<file path="src/rtl/uart_tx_fifo_if.sv">
// Producer-side bus of the UART transmitter with its transmit FIFO.
//   wr_en      : write request from the producer
//   data       : word to enqueue, sampled on the accept edge
//   fifo_full  : FIFO holds FIFO_DEPTH words
//   fifo_empty : FIFO holds no words
//   overflow   : one-cycle pulse when a write is dropped
//   tx_busy    : a frame is on the line
//   tx_done    : one-cycle pulse at frame end
//   tx         : serial line, idle high
// master = producer side, slave = transmitter side.
interface uart_tx_fifo_if #(
    parameter int unsigned DATA_BITS = 8
);
    logic                 wr_en;
    logic [DATA_BITS-1:0] data;
    logic                 fifo_full;
    logic                 fifo_empty;
    logic                 overflow;
    logic                 tx_busy;
    logic                 tx_done;
    logic                 tx;

    modport master (
        output wr_en,
        output data,
        input  fifo_full,
        input  fifo_empty,
        input  overflow,
        input  tx_busy,
        input  tx_done,
        input  tx
    );

    modport slave (
        input  wr_en,
        input  data,
        output fifo_full,
        output fifo_empty,
        output overflow,
        output tx_busy,
        output tx_done,
        output tx
    );
endinterface

</file>
<file path="src/rtl/uart_tx_fifo.sv">
// UART transmitter with an integrated transmit FIFO.
// Serialises queued words LSB-first: start bit, DATA_BITS data bits, an
// optional parity bit, then STOP_BITS stop bits, each CLKS_PER_BIT clocks.
// Queued frames go out back-to-back with no idle gap.
// Ports:
//   clk     : sole clock, rising edge
//   reset_n : synchronous active-low reset
//   bus     : uart_tx_fifo_if.slave (wr_en/data in; flags, pulses, tx out)
module uart_tx_fifo #(
    parameter int unsigned DATA_BITS    = 8,
    parameter int unsigned CLKS_PER_BIT = 16,
    parameter int unsigned PARITY       = 0,
    parameter int unsigned STOP_BITS    = 1,
    parameter int unsigned FIFO_DEPTH   = 4
) (
    input  logic          clk,
    input  logic          reset_n,
    uart_tx_fifo_if.slave bus
);
    localparam int unsigned PTR_W  = $clog2(FIFO_DEPTH);
    localparam int unsigned CNT_W  = PTR_W + 1;
    localparam int unsigned BAUD_W = $clog2(CLKS_PER_BIT);
    localparam int unsigned BIT_W  = $clog2(DATA_BITS);

    typedef enum logic [2:0] {
        S_IDLE   = 3'd0,
        S_START  = 3'd1,
        S_DATA   = 3'd2,
        S_PARITY = 3'd3,
        S_STOP   = 3'd4
    } state_e;

    // FSM and datapath state
    state_e               state_q,     state_d;
    logic [BAUD_W-1:0]    baud_q,      baud_d;
    logic [BIT_W-1:0]     bit_q,       bit_d;
    logic [DATA_BITS-1:0] shift_q,     shift_d;
    logic                 parity_q,    parity_d;
    logic                 frame_end_q, frame_end_d;

    // FIFO state
    logic [FIFO_DEPTH-1:0][DATA_BITS-1:0] mem_q, mem_d;
    logic [PTR_W-1:0]     wr_ptr_q,    wr_ptr_d;
    logic [PTR_W-1:0]     rd_ptr_q,    rd_ptr_d;
    logic [CNT_W-1:0]     count_q,     count_d;
    logic                 full_q,      full_d;
    logic                 empty_q,     empty_d;
    logic                 overflow_q,  overflow_d;

    // Registered line outputs
    logic                 tx_q,        tx_d;
    logic                 busy_q,      busy_d;
    logic                 done_q,      done_d;

    logic                 push;
    logic                 pop;
    logic                 baud_last;
    logic [DATA_BITS-1:0] head;

    assign head = mem_q[rd_ptr_q];

    // Next-state logic for the FSM, FIFO and registered outputs
    always_comb begin
        state_d     = state_q;
        baud_d      = baud_q;
        bit_d       = bit_q;
        shift_d     = shift_q;
        parity_d    = parity_q;
        frame_end_d = 1'b0;
        mem_d       = mem_q;
        wr_ptr_d    = wr_ptr_q;
        rd_ptr_d    = rd_ptr_q;
        count_d     = count_q;
        pop         = 1'b0;
        push        = bus.wr_en && !full_q;
        baud_last   = (baud_q == BAUD_W'(CLKS_PER_BIT - 1));

        // Frame sequencing; the baud counter only runs inside a frame
        case (state_q)
            S_IDLE: begin
                baud_d = '0;
                bit_d  = '0;
                if (!empty_q) begin
                    pop     = 1'b1;
                    state_d = S_START;
                end
            end
            S_START: begin
                if (baud_last) begin
                    baud_d  = '0;
                    state_d = S_DATA;
                end else begin
                    baud_d = baud_q + BAUD_W'(1);
                end
            end
            S_DATA: begin
                if (baud_last) begin
                    baud_d  = '0;
                    shift_d = shift_q >> 1;
                    if (bit_q == BIT_W'(DATA_BITS - 1)) begin
                        bit_d   = '0;
                        state_d = (PARITY != 0) ? S_PARITY : S_STOP;
                    end else begin
                        bit_d = bit_q + BIT_W'(1);
                    end
                end else begin
                    baud_d = baud_q + BAUD_W'(1);
                end
            end
            S_PARITY: begin
                if (baud_last) begin
                    baud_d  = '0;
                    state_d = S_STOP;
                end else begin
                    baud_d = baud_q + BAUD_W'(1);
                end
            end
            S_STOP: begin
                if (baud_last) begin
                    baud_d = '0;
                    if (bit_q == BIT_W'(STOP_BITS - 1)) begin
                        bit_d       = '0;
                        frame_end_d = 1'b1;
                        // Chain straight into the next frame when work is queued
                        if (!empty_q) begin
                            pop     = 1'b1;
                            state_d = S_START;
                        end else begin
                            state_d = S_IDLE;
                        end
                    end else begin
                        bit_d = bit_q + BIT_W'(1);
                    end
                end else begin
                    baud_d = baud_q + BAUD_W'(1);
                end
            end
            default: begin
                state_d = S_IDLE;
                baud_d  = '0;
                bit_d   = '0;
            end
        endcase

        // Latch the head word and its parity so later writes cannot disturb the frame
        if (pop) begin
            shift_d  = head;
            parity_d = (PARITY == 1) ? ~(^head) : (^head);
            rd_ptr_d = rd_ptr_q + PTR_W'(1);
        end

        if (push) begin
            mem_d[wr_ptr_q] = bus.data;
            wr_ptr_d        = wr_ptr_q + PTR_W'(1);
        end

        case ({push, pop})
            2'b10:   count_d = count_q + CNT_W'(1);
            2'b01:   count_d = count_q - CNT_W'(1);
            default: count_d = count_q;
        endcase

        full_d     = (count_d == CNT_W'(FIFO_DEPTH));
        empty_d    = (count_d == '0);
        // A write against a full FIFO is dropped even if a pop frees a slot this edge
        overflow_d = bus.wr_en && full_q;

        // Line level follows the current state, so tx trails the state by one edge
        tx_d = 1'b1;
        case (state_q)
            S_START:  tx_d = 1'b0;
            S_DATA:   tx_d = shift_q[0];
            S_PARITY: tx_d = parity_q;
            default:  tx_d = 1'b1;
        endcase
        busy_d = (state_q != S_IDLE);
        // Delayed one edge so the pulse lines up with tx_busy falling or the next start bit
        done_d = frame_end_q;
    end

    // State registers with synchronous reset
    always_ff @(posedge clk) begin
        if (!reset_n) begin
            state_q     <= S_IDLE;
            baud_q      <= '0;
            bit_q       <= '0;
            shift_q     <= '0;
            parity_q    <= 1'b0;
            frame_end_q <= 1'b0;
            wr_ptr_q    <= '0;
            rd_ptr_q    <= '0;
            count_q     <= '0;
            full_q      <= 1'b0;
            empty_q     <= 1'b1;
            overflow_q  <= 1'b0;
            tx_q        <= 1'b1;
            busy_q      <= 1'b0;
            done_q      <= 1'b0;
        end else begin
            state_q     <= state_d;
            baud_q      <= baud_d;
            bit_q       <= bit_d;
            shift_q     <= shift_d;
            parity_q    <= parity_d;
            frame_end_q <= frame_end_d;
            wr_ptr_q    <= wr_ptr_d;
            rd_ptr_q    <= rd_ptr_d;
            count_q     <= count_d;
            full_q      <= full_d;
            empty_q     <= empty_d;
            overflow_q  <= overflow_d;
            tx_q        <= tx_d;
            busy_q      <= busy_d;
            done_q      <= done_d;
        end
    end

    // FIFO storage; contents are don't-care after reset since the pointers clear
    always_ff @(posedge clk) begin
        mem_q <= mem_d;
    end

    assign bus.fifo_full  = full_q;
    assign bus.fifo_empty = empty_q;
    assign bus.overflow   = overflow_q;
    assign bus.tx_busy    = busy_q;
    assign bus.tx_done    = done_q;
    assign bus.tx         = tx_q;
endmodule

</file>
<file path="src/flat_wrapper.sv">
// flat-port wrapper written by rule: the top's interface ports become plain ports
module uart_tx_fifo_flat 
#(
    parameter int unsigned DATA_BITS    = 8,
    parameter int unsigned CLKS_PER_BIT = 16,
    parameter int unsigned PARITY       = 0,
    parameter int unsigned STOP_BITS    = 1,
    parameter int unsigned FIFO_DEPTH   = 4
)
  (clk, reset_n, bus_wr_en, bus_data, bus_fifo_full, bus_fifo_empty, bus_overflow, bus_tx_busy, bus_tx_done, bus_tx);
  uart_tx_fifo_if #(.DATA_BITS(DATA_BITS)) bus_i ();
  input  logic clk;
  input  logic reset_n;
  input wire logic [$bits(bus_i.wr_en)-1:0] bus_wr_en;
  input wire logic [$bits(bus_i.data)-1:0] bus_data;
  output wire logic [$bits(bus_i.fifo_full)-1:0] bus_fifo_full;
  output wire logic [$bits(bus_i.fifo_empty)-1:0] bus_fifo_empty;
  output wire logic [$bits(bus_i.overflow)-1:0] bus_overflow;
  output wire logic [$bits(bus_i.tx_busy)-1:0] bus_tx_busy;
  output wire logic [$bits(bus_i.tx_done)-1:0] bus_tx_done;
  output wire logic [$bits(bus_i.tx)-1:0] bus_tx;
  assign bus_i.wr_en = bus_wr_en;
  assign bus_i.data = bus_data;
  assign bus_fifo_full = bus_i.fifo_full;
  assign bus_fifo_empty = bus_i.fifo_empty;
  assign bus_overflow = bus_i.overflow;
  assign bus_tx_busy = bus_i.tx_busy;
  assign bus_tx_done = bus_i.tx_done;
  assign bus_tx = bus_i.tx;
  uart_tx_fifo #(.DATA_BITS(DATA_BITS), .CLKS_PER_BIT(CLKS_PER_BIT), .PARITY(PARITY), .STOP_BITS(STOP_BITS), .FIFO_DEPTH(FIFO_DEPTH)) u_core (.clk(clk), .reset_n(reset_n), .bus(bus_i));
endmodule
</file>
<file path="config.mk">
export PLATFORM = sky130hd
export DESIGN_NAME = uart_tx_fifo_flat
export DESIGN_NICKNAME = d
export VERILOG_FILES = /design/src/rtl/uart_tx_fifo_if.sv /design/src/rtl/uart_tx_fifo.sv /design/src/flat_wrapper.sv
export SDC_FILE = /design/constraint.sdc
export NUM_CORES = 1
export LEC_CHECK = 0
export ABC_AREA = 1
export CORE_MARGIN = 1
export CORE_UTILIZATION = 40
export CTS_BUF_LIST = sky130_fd_sc_hd__clkbuf_16
export DETAILED_ROUTE_END_ITERATION = 8
export RECOVER_POWER = 25
export SLEW_MARGIN = 5
export SYNTH_ARGS = -nofsm -noshare
export SYNTH_HDL_FRONTEND = slang
export SYNTH_SLANG_ARGS = --single-unit
export TNS_END_PERCENT = 5
</file>
<file path="constraint.sdc">
create_clock -name clk -period 2.25 [get_ports clk]
set_clock_uncertainty 0.1 [all_clocks]
set_input_delay 0.45 -clock clk [delete_from_list [all_inputs] [get_ports clk]]
set_output_delay 0.45 -clock clk [all_outputs]
set_load 0.02 [all_outputs]
</file>
# --- Yosys cells after proc, flatten, opt, wreduce, memory -nomap -nowiden ---
# Cells that the tools add are included.
# W data, S select, Z words.
totals:
  reg_bits: 65
classes:
  bitwise: 3
  eq_ne: 16
  n_reduce_logical: 18
  n_addsub: 6
  order_cmp: 3
  muxes: 29
ops:
  columns: ["operator", "count"]
  rows:
  - ["$mux W8", 5]
  - ["$mux W3", 11]
  - ["$bwmux W32", 1]
  - ["$bmux W8 S2", 1]
  - ["$demux W8 S2", 1]
  - ["$pmux W3 S5", 1]
  - ["$ne A2 B1 Y1 const B", 6]
  - ["$eq A3 B3 Y1 const B", 3]
  - ["$logic_not A3 Y1", 3]
  - ["$pmux W3 S3", 1]
  - ["$reduce_xor A8 Y1", 1]
  - ["$reduce_and A7 Y1", 1]
  - ["$add A3 B1 Y3 const B", 2]
  - ["$eq A3 B2 Y1 const B", 2]
  - ["$lt A2 B3 Y1 const B", 2]
  - ["$pmux W3 S2", 1]
  - ["$reduce_and A3 Y1", 2]
  - ["$mux W1", 5]
  - ["$add A2 B1 Y2 const B", 2]
  - ["$add A4 B1 Y4 const B", 1]
  - ["$eq A4 B4 Y1 const B", 1]
  - ["$reduce_bool A2 Y1", 2]
  - ["$reduce_or A4 Y1", 1]
  - ["$eq A3 B1 Y1 const B", 1]
  - ["14 further kinds", 18]

# --- Longest topological paths before layout ---
# Gate-level depths: netlist of the first run.
depth:
  word_depth: 7
  depth_mapped: 16
  depth_no_buf: 15

# --- Least setup slack after synthesis of the first run ---
# OpenSTA, ideal clock, no wires.
synth_path:
  kind: "flip-flop to flip-flop"
  from: "reg u_core.bit_q[0]"
  to: "reg u_core.empty_q (netlist: u_core.bus.fifo_empty)"
  synth_period_minus_slack_ns: 2.434
  setup_time_ns: 0.130
  path_buffers: 1
  stages_incl_launch_ff: 17
  t_arrival_ns: 2.205
  setup_slack_ns: -0.184
  cell_sequence: "dfxtp_1 inv_1 ha_1 inv_1 nor2_1 inv_1 o21ai_0 nand2_1 inv_1 buf_4 ha_1 fa_1 a21oi_1 o21ai_0 xor2_1 nor2_1 a21oi_1"
synth_between:
  elab_chain_cells: 7
  word_cells_on_any_way: 8
  cone_classes: "eq/ne: 2; mux: 4; reduce/logical: 2"
synth_rtl:
  columns: ["element", "line", "source"]
  rows:
  - ["from (decl)", "uart_tx_fifo.sv:36", "logic [BIT_W-1:0] bit_q, bit_d;"]
  - ["from (signal assigned)", "uart_tx_fifo.sv:202", "bit_q <= bit_d;"]
  - ["$logic_not A3 Y1 *", "uart_tx_fifo.sv:121", "if (bit_q == BIT_W'(STOP_BITS - 1)) begin"]
  - ["$mux W1 *", "uart_tx_fifo.sv:121", null]
  - ["$mux W1 *", "uart_tx_fifo.sv:119", "if (baud_last) begin"]
  - ["$pmux W1 S2 *", "uart_tx_fifo.sv:79", "case (state_q)"]
  - ["$eq A2 B1 Y1 or $eq A2 B2 Y1 (tied branches)", "uart_tx_fifo.sv:157", "case ({push, pop})"]
  - ["$pmux W3 S2 *", "uart_tx_fifo.sv:157", null]
  - ["$logic_not A3 Y1 *", "uart_tx_fifo.sv:164", "empty_d = (count_d == '0);"]
  - ["to (signal assigned)", "uart_tx_fifo.sv:210", "empty_q <= empty_d;"]
  - ["to (decl)", "uart_tx_fifo.sv:47", "logic empty_q, empty_d;"]
# Every way passes the cells marked *; elsewhere a longest branch is shown, timed or not.
# A chain may end at the register's enable or synchronous reset.

# --- Worst setup path in the final report of the first run ---
# Ends and elaborated chain as after synthesis.

==> results.ini, run 1 <==
[status]
status = completed

[detailed_routing]
num_vias = 2268
ant_nets = 0
routedWlPerCell_microns = 10.9
first_iter_violations = 89
wirelength_microns = 5330
drc = 0
viasPerCell = 4.66
drtPass1Iterations = 4

[cts]
cts_buffers = 9
ctsRootBufferMaster = clkbuf_16
clk-insertion-delay-late_ps = 320
cts_buffer_depth = 2
clock-sinks = 65
htree_levels = 3
cts_tree = built
clkTransAtPathRegs_ps = 50

[worst_setup_path]
worst-setup-path-type = reg -> reg
reg2reg_slack_ps = 90
slowest_delay_ps = 360
cp.arrival_ps = 2270
path_max_fanout = 2
required_ps = 2360
crit_path_frequent_cell = inv_2
r2r_cells = 15
r2r-end = u_core.bus.fifo_empty$_SDFF_PN1_
crit_chain = inv_2 > ha_4 > inv_2 > nor2_2 > inv_2 > o21ai_2 > nand2_2 > inv_2 > ha_4 > fa_2 > a21oi_2 > o21ai_1 > xor2_1 > nor2_1 > a21oi_1
crit_path_end_kind = register
slowest_stage = fa_2
regToRegStartpoint = u_core.bit_q[0]$_SDFFE_PN0P_
worstSetupStartpointType = register

[layout]
fillerInstances = 702
drive_gt1_share_pct = 15.2
antenna_cells = 0
layout_common_cells = nand2_1 (115), nand3_1 (32), edfxtp_1 (32), dfxtp_1 (31), inv_1 (26)
layout_commonest_cell = nand2_1
syn2layout_area_growth_pct = 23.1
stdcell_area_sq_um = 3670
nNetsFinal = 404

[yosys]
seq_area_frac_synth_pct = 54.4
synth_simple_gate_area_share_pct = 25.8
ys_warn_count = 0
synthFlopType = dfxtp_1
synth_seq_cells = 65
synth-edff-count = 32
synthAdderAreaFrac_pct = 4.45
synthMuxAreaShare_pct = 0.336
synth_compound_area_share_pct = 6.92
synth_top_family_by_area = simple AND/OR/NAND/NOR gates
synth_xor_area_share_pct = 1.17
syn-cell-area_sq_um = 2980
syn_nets = 367
ys_types = 29
synth_cells = 346
avgSynthCellArea_sq_um = 8.62
synth-async-reset-ratio_pct = 0

[timing]
slew_viol_final = 0
finalCritPeriodShare_pct = 95.8
rsz0062_at_grt = true
tightest_slew_ps = 435
max_clock_freq_mhz = 464
finalHoldViolCount = 0
setup_viol = 0
fin_crit_ps = 2160
timing.final.ws_setup_ps = 94.4
relSlewSlack_pct = 70.7
hold_ws_ps = 330

[place]
pre_cts_slack_ps = -257
place_area_sq_um = 3330
gp_congestion = 0.786
hpwl_microns = 3780
io_buffer_count = 16

[floorplan]
die_height_microns = 88.3
ios = 17
core_area_sq_um = 7210
rows = 31
dieArea_sq_um = 7800
die_w_microns = 88.3
initial_core_util_pct = 41.3

[min_path]
holdPathEnd = u_core.bus.tx_done$_SDFF_PN0_
hold_path_depth = 2
min_from = u_core.done_d$_SDFF_PN0_
hold_class = reg -> reg

[power_and_ir_drop]
power.total_mw = 4.63
power.leakage_nw = 1.60
power_density_nw_per_um2 = 1260
ir_drop_uv = 491

[global_route]
grt_pass1_vias = 2011
antenna_found_initial = 0
overflow = 0
grt_max_degree = 20
grt_pass1_wl_microns = 8910
track_usage_pct = 15.4

[flow_run]
max_cap_viol_count = 0

[cells in the mapped netlist, types with 2 or more instances]
cell type / number / area share [%]
a211oi_1: 2 / 0.50
a21oi_1: 19 / 3.2
a22oi_1: 6 / 1.5
buf_2: 2 / 0.34
buf_6: 3 / 1.1
clkbuf_1: 3 / 0.38
dfxtp_1: 33 / 22
edfxtp_1: 32 / 32
ha_1: 9 / 3.8
inv_1: 28 / 3.5
inv_2: 4 / 0.50
nand2_1: 116 / 15
nand2_2: 5 / 1.0
nand3_1: 32 / 5.4
nor2_1: 25 / 3.1
nor2_2: 2 / 0.42
nor3_1: 4 / 0.67
o21ai_0: 8 / 1.3
xor2_1: 3 / 0.88
[sequential cells by signal, summed over array words and instances, names as in the netlist, 2 cells and up]
name / flops
u_core.baud_q: 4
u_core.bit_q: 3
u_core.count_q: 3
u_core.mem_q: 32
u_core.rd_ptr_q: 2
u_core.shift_q: 8
u_core.state_q: 3
u_core.wr_ptr_q: 2
[critical path, delay by kind of cell (launching register included)]
| family | cells | cell delay [ps] |
|---|---|---|
| adder cells (fa/ha/maj) | 3 | 660 |
| XOR/XNOR | 1 | 170 |
| flip-flops | 1 | 330 |
| AND/OR/NAND/NOR | 3 | 260 |
| AO/OA/AOI/OAI | 4 | 310 |
| buffers and inverters | 4 | 200 |
[per-stage QoR]
stage	setup TNS, ps	utilization, %	instances
6_report	0	50.9	487
5_1_grt	-124	50.9	487
4_1_cts	0	50.3	485
3_5_place_dp	-630	46.2	469
3_3_place_gp	-414	46.2	469
2_1_floorplan	0	-	346
[kinds of logic (layout without fill, tap and decap cells)]
logic type | count (synthesis) | in the layout
compound gates | 37 | 37
xor+xnor | 4 | 4
fa+ha+maj | 10 | 10
buf+inv | 43 | 85
flops | 65 | 65
mux | 1 | 1
simple gates | 186 | 186
[final cells by class]
type                            instances  area, sq um  area share [%]
Timing Repair Buffer                   36          310            8.45
Inverter                               33          124            3.37
Clock inverter                          5         20.0           0.545
Tap cell                               99          124            3.37
Clock buffer                           11          275            7.50
Multi-Input combinational cell        238         1190            32.5
Sequential cell                        65         1620            44.2
[where the power goes]
part / total [mW] / internal [mW] / switching (mW)
registers: 1.60 / 1.48 / 0.126
clock network: 1.32 / 0.860 / 0.463
logic: 1.70 / 0.691 / 1.01
[what timing repair did]
| action | 4_1_cts | 5_1_grt |
|---|---|---|
| gates resized for setup | 1 | 11 |
| hold buffers | 0 | 0 |
| pin swaps | 1 | 10 |
| hold endpoints to repair | 0 | 0 |
| setup buffers | 0 | 2 |
| endpoints found under the setup margin | 2 | 4 |
[worst max path at each step]
stage / from / to / slack, ps / cells past startpoint
after floorplan: u_core.bit_q[0]$_SDFFE_PN0P_ / u_core.bus.fifo_empty$_SDFF_PN1_ / 20 / 16
after global placement: bus_wr_en / u_core.bus.fifo_empty$_SDFF_PN1_ / -190 / 11
after detailed placement: bus_wr_en / u_core.bus.fifo_empty$_SDFF_PN1_ / -260 / 11
after CTS: u_core.bit_q[1]$_SDFFE_PN0P_ / u_core.bus.fifo_empty$_SDFF_PN1_ / 10 / 15
after global routing: u_core.bit_q[0]$_SDFFE_PN0P_ / u_core.bus.fifo_empty$_SDFF_PN1_ / -50 / 15
final: u_core.bit_q[0]$_SDFFE_PN0P_ / u_core.bus.fifo_empty$_SDFF_PN1_ / 90 / 15
[routing by layer]
layer,routed length (microns),track usage (%)
met5,0,0
met4,79,6.60
met3,162,5.60
met2,2430,24.0
met1,2660,19.5
(Power assumes the default switching activity.)
==> run 2: changes to the inputs <==
--- a/config.mk
+++ b/config.mk
@@ -6,7 +6,7 @@
 export NUM_CORES = 1
 export LEC_CHECK = 0
 export ABC_AREA = 1
-export CORE_MARGIN = 1
+export CORE_MARGIN = 2
 export CORE_UTILIZATION = 40
 export CTS_BUF_LIST = sky130_fd_sc_hd__clkbuf_16
 export DETAILED_ROUTE_END_ITERATION = 8
==> results.ini, run 2 (synthesis results as in run 1) <==
[global_route]
antenna_found_initial = 0  ; unchanged
grt_pass1_wl_microns = 9520  ; +6.8%
track_usage_pct = 14.8  ; -0.66 points
grt_pass1_vias = 2121  ; +5.5%
grt_max_degree = 20  ; unchanged
overflow = 0  ; unchanged

[layout]
regMostFlops = u_core.mem_q
final_util_pct = 50.8  ; -0.065 points
drive_gt1_share_pct = 16.6  ; +1.4 points
layout_common_cells = nand2_1 (115), nand3_1 (32), edfxtp_1 (32), dfxtp_1 (31), inv_1 (26)
nNetsFinal = 407  ; +0.74%
reg_top3 = u_core.mem_q (32), u_core.shift_q (8), u_core.baud_q (4)
fillerInstances = 708  ; +0.85%
syn2layout_area_growth_pct = 23.6
largest_register_ffs = 32  ; unchanged
antenna_cells = 0  ; unchanged
layout_commonest_cell = nand2_1

[detailed_routing]
drc = 0  ; unchanged
first_iter_violations = 109  ; +22%
routedWlPerCell_microns = 11.2  ; +2.5%
ant_nets = 0  ; unchanged
drtPass1Iterations = 4  ; unchanged
viasPerCell = 4.58  ; -1.8%
num_vias = 2242  ; -1.1%
wirelength_microns = 5500  ; +3.2%

[floorplan]
ios = 17  ; unchanged
core_area_sq_um = 7250  ; +0.54%
dieArea_sq_um = 8160  ; +4.6%
initial_core_util_pct = 41.1  ; -0.22 points
rows = 31  ; unchanged
die_w_microns = 90.3  ; +2.3%
die_height_microns = 90.3  ; +2.3%

[worst_setup_path]
worst-setup-path-type = reg -> reg
crit_path_end_kind = register
path_max_fanout = 2  ; unchanged
required_ps = 2360  ; about the same
cp.arrival_ps = 2290  ; +20 ps
worstSetupStartpointType = register

[cts]
cts_buffers = 9  ; unchanged
clk-insertion-delay-late_ps = 320  ; about the same
clkTransAtPathRegs_ps = 50  ; about the same
cts_tree = built
cts_buffer_depth = 2  ; unchanged
clock-sinks = 65  ; unchanged
ctsRootBufferMaster = clkbuf_16
htree_levels = 3  ; unchanged

[place]
hpwl_microns = 3890  ; +2.9%
pre_cts_slack_ps = -268  ; -10.2 ps
io_buffer_count = 16  ; unchanged
gp_congestion = 0.810  ; +3.1%

[timing]
finalHoldViolCount = 0  ; unchanged
hold_ws_ps = 310  ; -19.7 ps
finalCritPeriodShare_pct = 96.8  ; +1.0 points
rsz0062_at_grt = true
slew_viol_final = 0  ; unchanged
fin_crit_ps = 2180  ; +22.9 ps
tightest_slew_ps = 435  ; +0.735 ps
timing.final.ws_setup_ps = 71.5  ; -22.9 ps
setup_viol = 0  ; unchanged
tns_ps = 0  ; unchanged
max_clock_freq_mhz = 459  ; -1.0%
relSlewSlack_pct = 70.7  ; about the same

[status]
status = completed

[power_and_ir_drop]
power.leakage_nw = 1.61  ; +0.60%
power.total_mw = 4.66  ; +0.59%
ir_drop_uv = 583  ; +19%
power_density_nw_per_um2 = 1260  ; +0.18%

[flow_run]
max_cap_viol_count = 0  ; unchanged

[min_path]
hold_class = reg -> reg

## run 2: changes by cell type in the layout (fill, tap and decap cells not counted), sizes merged
cell / before / now
inv: 36 / 37
clkbuf: 11 / 10
buf: 20 / 23
## run 2: area by class of cell
type / instances / area (sq um) / share of cell area (%)
multi-input combinational: 238 / 1210 / 32.7
timing repair buffer: 39 / 333 / 9.03
tap: 99 / 124 / 3.36
clock buffer: 10 / 250 / 6.79
sequential: 65 / 1620 / 44.1
clock inverter: 6 / 25.0 / 0.679
inverter: 33 / 124 / 3.36
## run 2: power by group
part / internal (mW) / leakage [nW] / switching (mW) / total [mW]
Sequential: 1.48 / 0.565 / 0.141 / 1.62
Combinational: 0.765 / 0.892 / 1.03 / 1.79
Clock: 0.791 / 0.151 / 0.454 / 1.24
Total: 3.03 / 1.61 / 1.62 / 4.66
## run 2: path summary, 6_finish.rpt
check,startpoint,to,slack [ps],cells after the start
hold / removal,u_core.done_d$_SDFF_PN0_,u_core.bus.tx_done$_SDFF_PN0_,310,2
hold reg to reg,u_core.done_d$_SDFF_PN0_,u_core.bus.tx_done$_SDFF_PN0_,310,2
setup reg to reg,u_core.bit_q[0]$_SDFFE_PN0P_,u_core.bus.fifo_empty$_SDFF_PN1_,70,15
setup / recovery,u_core.bit_q[0]$_SDFFE_PN0P_,u_core.bus.fifo_empty$_SDFF_PN1_,70,15
## run 2: critical path: stages, from the launching register on
cell	delay (ps)
dfxtp_2	330
inv_2	50
ha_4	150
inv_2	60
nor2_4	40
inv_2	60
o21ai_2	60
nand2_2	70
inv_2	50
ha_4	160
fa_2	370
a21oi_2	110
o21ai_1	80
xor2_1	170
nor2_1	170
a21oi_2	50
## run 2: through the flow
step / cells / cell area (sq um)
6_report: 490 / 3690
3_3_place_gp: 470 / 3340
5_1_grt: 490 / 3690
3_5_place_dp: 470 / 3340
2_1_floorplan: 346 / 3000
4_1_cts: 486 / 3620
## run 2: routing by layer
layer  vias to the layer above  share of wire, %  GRT usage (%)
li1                       1220                 -              -
met5                         -                 0              0
met2                        23                47           23.9
met4                         0               2.4           8.46
met1                       987                48           18.5
met3                        12               2.1           3.01
## run 2: what timing repair did
action,in CTS,in global routing
buffers inserted,0,4
gates resized for setup,3,12
hold buffers,0,0
endpoints found under the setup margin,3,4
pin swaps,2,9
==> variant 1, RTL diff (settings of run 1) <==
`PARITY` is set to 0 in 2 places; all go to 1.
--- a/src/rtl/uart_tx_fifo.sv
+++ b/src/rtl/uart_tx_fifo.sv
@@ -9,7 +9,7 @@
 module uart_tx_fifo #(
     parameter int unsigned DATA_BITS    = 8,
     parameter int unsigned CLKS_PER_BIT = 16,
-    parameter int unsigned PARITY       = 0,
+    parameter int unsigned PARITY       = 1,
     parameter int unsigned STOP_BITS    = 1,
     parameter int unsigned FIFO_DEPTH   = 4
 ) (
--- a/src/flat_wrapper.sv
+++ b/src/flat_wrapper.sv
@@ -3,7 +3,7 @@
 #(
     parameter int unsigned DATA_BITS    = 8,
     parameter int unsigned CLKS_PER_BIT = 16,
-    parameter int unsigned PARITY       = 0,
+    parameter int unsigned PARITY       = 1,
     parameter int unsigned STOP_BITS    = 1,
     parameter int unsigned FIFO_DEPTH   = 4
 )
Formal check against the unedited RTL: no difference found for any inputs over 10 cycles, from zero or initial values and one cycle with reset_n low; that may be too few to reach the edited logic, so the function may still have changed.
==> variant 1 against run 1 <==
  * Wire length rose by 5.4%
  * Synthesized area rose by 1.3%
  * Total power fell by 3.9%
  * Synthesized cell count rose by 1.4%
  * Sequential cell count did not move
  * Utilization rose by 0.28 points
  * Cell area rose by 1.6%
  * Worst setup slack got worse by 86 ps
  * Critical path type unchanged
  * Highest routed layer unchanged
==> variant 1: results (changes against run 1) <==
Outcome
  • Status: complete, no violations

Synth
  • Syn Nets: 372 (+1.4%)
  • Synth Instances: 351 (+1.4%)
  • Synth top area cells: edfxtp_1 32%, dfxtp_1 22%, nand2_1 15%, inv_1 4.0%, ha_1 3.7%
  • Main synth FF type: dfxtp_1
  • Sequential share of the synthesized area: 53.7% (-0.68 points)
  • Post-synth cell types: 31 (+6.9%)
  • Post-synth top cells: 117 x nand2_1, 33 x dfxtp_1, 32 x edfxtp_1, 32 x inv_1, 28 x nor2_1
  • Number of synthesized flops with an enable pin: 32 (unchanged)
  • Async S/R FF share, synth: 0% (unchanged)
  • Synth Warn #: 0 (unchanged)

Global routing
  • GRT Util Overall: 16.2% (+0.76 points)
  • Antenna violations before repair: 0 (unchanged)
  • Number of global-route vias before repair: 2099 (+4.4%)
  • Pin count of the biggest net entering global routing: 19 (-5.0%)
  • Global-route wire length before repair: 9.34 mm (+4.8%)

Timing
  • Slew margin rel.: 67.9% (-2.8 points)
  • # setup viols final: 0 (unchanged)

CTS
  • Number of buffers created by CTS: 9 (unchanged)
  • Clock slew at reported path FFs: 50 ps (about the same)
  • Clock insertion delay at the later pin of the skew report: 330 ps
  • Max clock buf depth: 2 (unchanged)
  • CTS H-tree depth: 3 (unchanged)
  • Root Buffer: clkbuf_16

Worst setup path
  • FF-to-FF path depth: 15 (unchanged)
  • Reg-to-Reg Start: u_core.bit_q[0]
  • Arrival time worst endpoint: 2340 ps (+70 ps)
  • Worst-path maximum fanout: 2 (unchanged)
  • R2r setup slk: 9 ps (-90 ps)
  • Reg2Reg Capture Point: u_core.bus.fifo_full

Hold path
  • HP Start: u_core.done_d
  • Hold Path Stages: 2 (unchanged)
  • Hold Path End: u_core.bus.tx_done
  • Hold Crit Class: flip-flop to flip-flop

Routing
  • Drt pass-1 iters: 4 (unchanged)
  • Vias: 2243 (-1.1%)
  • DR WL/cell: 11.4 microns (+4.1%)
  • DRT iter0 DRCs: 83 (-6.7%)

Final layout
  • Antenna diodes: 0 (unchanged)
  • Share of post-route cells with drive strength above 1: 20.3% (+5.1 points)
  • Largest regs: u_core.mem_q (32), u_core.shift_q (8), u_core.baud_q (4)
  • # nets final: 410 (+1.5%)

Power
  • Static Leak: 1.61 nW (+0.45%)
  • VDD IR-drop max: 0.556 mV (+13%)

Placement
  • HPWL after detailed placement: 3.89 mm (+3.0%)
  • GPL Wtd Cong: 0.766 (-2.5%)
  • Port bufs: 16 (unchanged)
  • Setup WS pre-CTS: -210 ps (+47.5 ps)
-- variant 1: cells by family (layout without fill, tap and decap cells) --
logic type | Yosys count | in the layout | synth area share [%]
AND/OR/NAND/NOR | 194 | 194 | 27.7
flip-flops | 65 | 65 | 53.7
buffers and inverters | 48 | 91 | 7.58
AO/OA/AOI/OAI | 30 | 30 | 5.43
adder cells (fa/ha/maj) | 10 | 10 | 4.39
XOR/XNOR | 3 | 3 | 0.870
multiplexers | 1 | 1 | 0.332
-- variant 1: cell type report --
class,instances,area [sq um]
Multi-Input combinational cell,238,1230
Clock inverter,6,33.8
Fill cell,720,3560
Clock buffer,10,250
Timing Repair Buffer,37,318
Sequential cell,65,1630
Tap cell,99,124
Inverter,38,150
-- variant 1: metrics by stage --
stage / hold slack (ps) / cells / instance area, sq um / util (%)
3_3_place_gp: 305 / 473 / 3370 / 46.3
6_report: 311 / 493 / 3730 / 51.2
3_5_place_dp: 304 / 473 / 3370 / 46.3
4_1_cts: 316 / 489 / 3660 / 50.2
5_1_grt: 342 / 493 / 3730 / 51.2
2_1_floorplan: 290 / 351 / 3040 / -
-- variant 1: worst max-delay path: stages, from the launching register on --
cell and delay, ps:
dfxtp_2 330, inv_2 40, ha_4 150, inv_2 50, nor2_2 40, nand3_2 80, nand2_1 60, nand2_2 70
inv_2 50, ha_4 160, fa_2 390, a21oi_2 130, o21ai_1 80, xor2_1 200, buf_4 150, nor3_2 30
-- variant 1: what timing repair did --
action | 4_1_cts | 5_1_grt
setup endpoints to repair | 2 | 3
gates cloned | 0 | 0
buffers inserted | 0 | 4
gates resized for setup | 3 | 12
endpoints found under the hold margin | 0 | 0
pin swaps | 2 | 7
-- variant 1: worst max path at each step --
stage | startpoint | end | slack [ps] | depth (start not counted)
after detailed placement | bus_wr_en | u_core.bus.fifo_empty | -210 | 11
after global routing | u_core.bit_q[0] | u_core.bus.fifo_full | -140 | 15
after CTS | u_core.bit_q[1] | u_core.bus.fifo_empty | 10 | 15
final | u_core.bit_q[0] | u_core.bus.fifo_full | 9 | 15
after floorplan | u_core.bit_q[0] | u_core.bus.fifo_empty | 30 | 16
after global placement | bus_wr_en | u_core.bus.fifo_empty | -180 | 11
-- variant 1: layer usage --
layer / share of wire [%] / GRT usage [%]
met5: 0 / 0
met4: 1.7 / 8.36
met3: 2.8 / 4.20
met2: 47 / 25.9
met1: 48 / 20.2
-- variant 1: power by group --
group / switching [W] / total, W / internal (W)
registers: 0.000136 / 0.00158 / 0.00145
clock network: 0.000479 / 0.00128 / 0.000800
logic: 0.000963 / 0.00159 / 0.000624
total: 0.00158 / 0.00445 / 0.00287
==> variant 2, RTL diff (settings of run 1) <==
Made on the original files. Make the reset (`reset_n`) asynchronous in one clocked block. Comments in the files are not updated.
--- a/src/rtl/uart_tx_fifo.sv
+++ b/src/rtl/uart_tx_fifo.sv
@@ -179,7 +179,7 @@
     end
 
     // State registers with synchronous reset
-    always_ff @(posedge clk) begin
+    always_ff @(posedge clk or negedge reset_n) begin
         if (!reset_n) begin
             state_q     <= S_IDLE;
             baud_q      <= '0;
Behaviour: differs if reset_n is asserted again (counterexample within 4 cycles, from zero or initial values and one cycle with reset_n low); with reset_n held inactive, the same outputs for 10 cycles.
==> variant 2 against run 1 <==
  * The run now ends with setup timing left
  * Maximum frequency shrank 7.7%
  * Utilization up 1.9 points
  * Cell area increased by 5.4%
  * Worst setup slack worse by 180 ps
  * Synthesized area increased by 2.8%
  * Sequential cell count did not move
  * Non-clock buffer count is 1 lower
  * Wire length increased by 5.5%
  * Global-route usage grew 1.0 points
Power is not compared: it rests on default switching activity, and its combinational part moved more than twofold at a synthesized area within 25%.
==> variant 2: results (changes against run 1) <==
Outcome
  • Status: complete, but fails checks
  • Failing checks: setup timing

Worst setup path
  • Max incr delay on CP: 400 ps (+40 ps)
  • Worst path slowest cell: dfrtp_1
  • Arrival time worst endpoint: 2500 ps (+230 ps)

Global routing
  • Global-route wire length before repair: 9.54 mm (+7.1%)
  • Pin count of the biggest net entering global routing: 34 (+70%)
  • GRT Util Overall: 16.5% (+1.0 points)

Timing
  • # setup viols final: 2 (+2)
  • Slew @ Worst Pin: 506 ps (+71.4 ps)
  • Worst setup slack after layout: -84.4 ps (-179 ps)

CTS
  • Clock insertion delay at the later pin of the skew report: 330 ps
  • Number of buffers created by CTS: 9 (unchanged)
  • CTS H-tree depth: 3 (unchanged)

Routing
  • Via density per instance: 4.68 (+0.47%)
  • DR WL/cell: 12.2 microns (+11%)
  • DRT iter0 DRCs: 78 (-12%)

Synth
  • Async S/R FF share, synth: 50.8% (+51 points)
  • Post-synth top cells: 109 x nand2_1, 36 x inv_1, 33 x nand3_1
  • Synth top area cells: edfxtp_1 31%, dfrtp_1 25%, nand2_1 13%, nand3_1 5.4%, inv_1 4.4%
  • Sequential share of the synthesized area: 58.4% (+4.0 points)
  • Share of the synthesized area in the top cell type: 31.3% (-0.88 points)
  • Post-synth cell types: 28 (-3.4%)
  • Syn Nets: 338 (-7.9%)

Final layout
  • Share of post-route cells with drive strength above 1: 18.5% (+3.3 points)
  • # nets final: 378 (-6.4%)
  • Fill cell count: 654 (-6.8%)
  • Largest regs: u_core.mem_q (32), u_core.shift_q (8), u_core.baud_q (4)

Placement
  • Setup WS pre-CTS: -221 ps (+36.8 ps)
  • HPWL after detailed placement: 3.86 mm (+2.2%)
  • GPL Wtd Cong: 0.777 (-1.2%)
[variant 2: changes by cell type in the layout (fill, tap and decap cells not counted), moves of 5 or more]
cell | before | now
a21oi_1 | 18 | 5
a22oi_1 | 6 | 1
dfrtp_1 | 0 | 31
dfxtp_1 | 31 | 0
inv_1 | 26 | 33
inv_2 | 10 | 5
nand2_1 | 115 | 108
nor2_1 | 24 | 14
o211ai_2 | 0 | 6
[variant 2: per-layer routing]
layer  routed length [microns]  global-route usage, %  share of wire, %  up-vias
met5                         0                      0                 0        -
met4                       134                   8.08               2.4        0
met2                      2590                   25.7                46       39
met1                      2650                   20.9                47      996
li1                          -                      -                 -     1109
met3                       248                   5.08               4.4       13
[variant 2: cells by family (layout without fill, tap and decap cells)]
| group | Yosys count | count (layout) | synth area share, % |
|---|---|---|---|
| buf+inv | 44 | 89 | 6.45 |
| mux | 1 | 1 | 0.367 |
| xor+xnor | 6 | 6 | 1.71 |
| simple gates | 169 | 169 | 23.0 |
| compound gates | 22 | 22 | 5.75 |
| fa+ha+maj | 10 | 10 | 4.33 |
| flops | 65 | 65 | 58.4 |
[variant 2: area by class of cell]
type	instances	area, sq um	share of cell area [%]
inverter	38	143	3.69
timing repair buffer	35	303	7.83
tap	99	124	3.20
sequential	65	1790	46.3
multi-input combinational	208	1130	29.3
clock buffer	9	225	5.82
clock inverter	7	149	3.85
[variant 2: timing repair]
action,in CTS,in global routing
gates resized for setup,5,0
setup endpoints to repair,2,2
setup buffers,2,1
pin swaps,11,5
hold endpoints to repair,0,0
[variant 2: path summary, 6_finish.rpt]
kind / endpoint / slack (ps) / startpoint / cells past startpoint
setup / recovery: u_core.bus.fifo_full / -80 / u_core.bit_q[0] / 11
hold / removal: u_core.bus.tx_done / 250 / u_core.done_d / 0
setup reg to reg: u_core.bus.fifo_full / -80 / u_core.bit_q[0] / 11
hold reg to reg: u_core.bus.tx_done / 250 / u_core.done_d / 0
max in group asynchronous: u_core.bus.fifo_empty / 1290 / reset_n / 2
min in group asynchronous: u_core.shift_q[4] / 430 / reset_n / 2
[variant 2: per-stage QoR]
stage,std cells,cell area (sq um),power (W),setup TNS [ps]
2_1_floorplan,317,3100,0.00186,-303
3_3_place_gp,442,3450,0.00203,-401
3_5_place_dp,442,3450,0.00205,-522
4_1_cts,460,3860,0.00381,-199
5_1_grt,461,3870,0.00393,-353
6_report,461,3870,0.00376,-155
[variant 2: report_power, final]
group | switching [W] | internal, W | total (W)
Sequential | 0.0000599 | 0.00143 | 0.00149
Combinational | 0.000320 | 0.000218 | 0.000538
Clock | 0.000521 | 0.00121 | 0.00173
Total | 0.000901 | 0.00286 | 0.00376
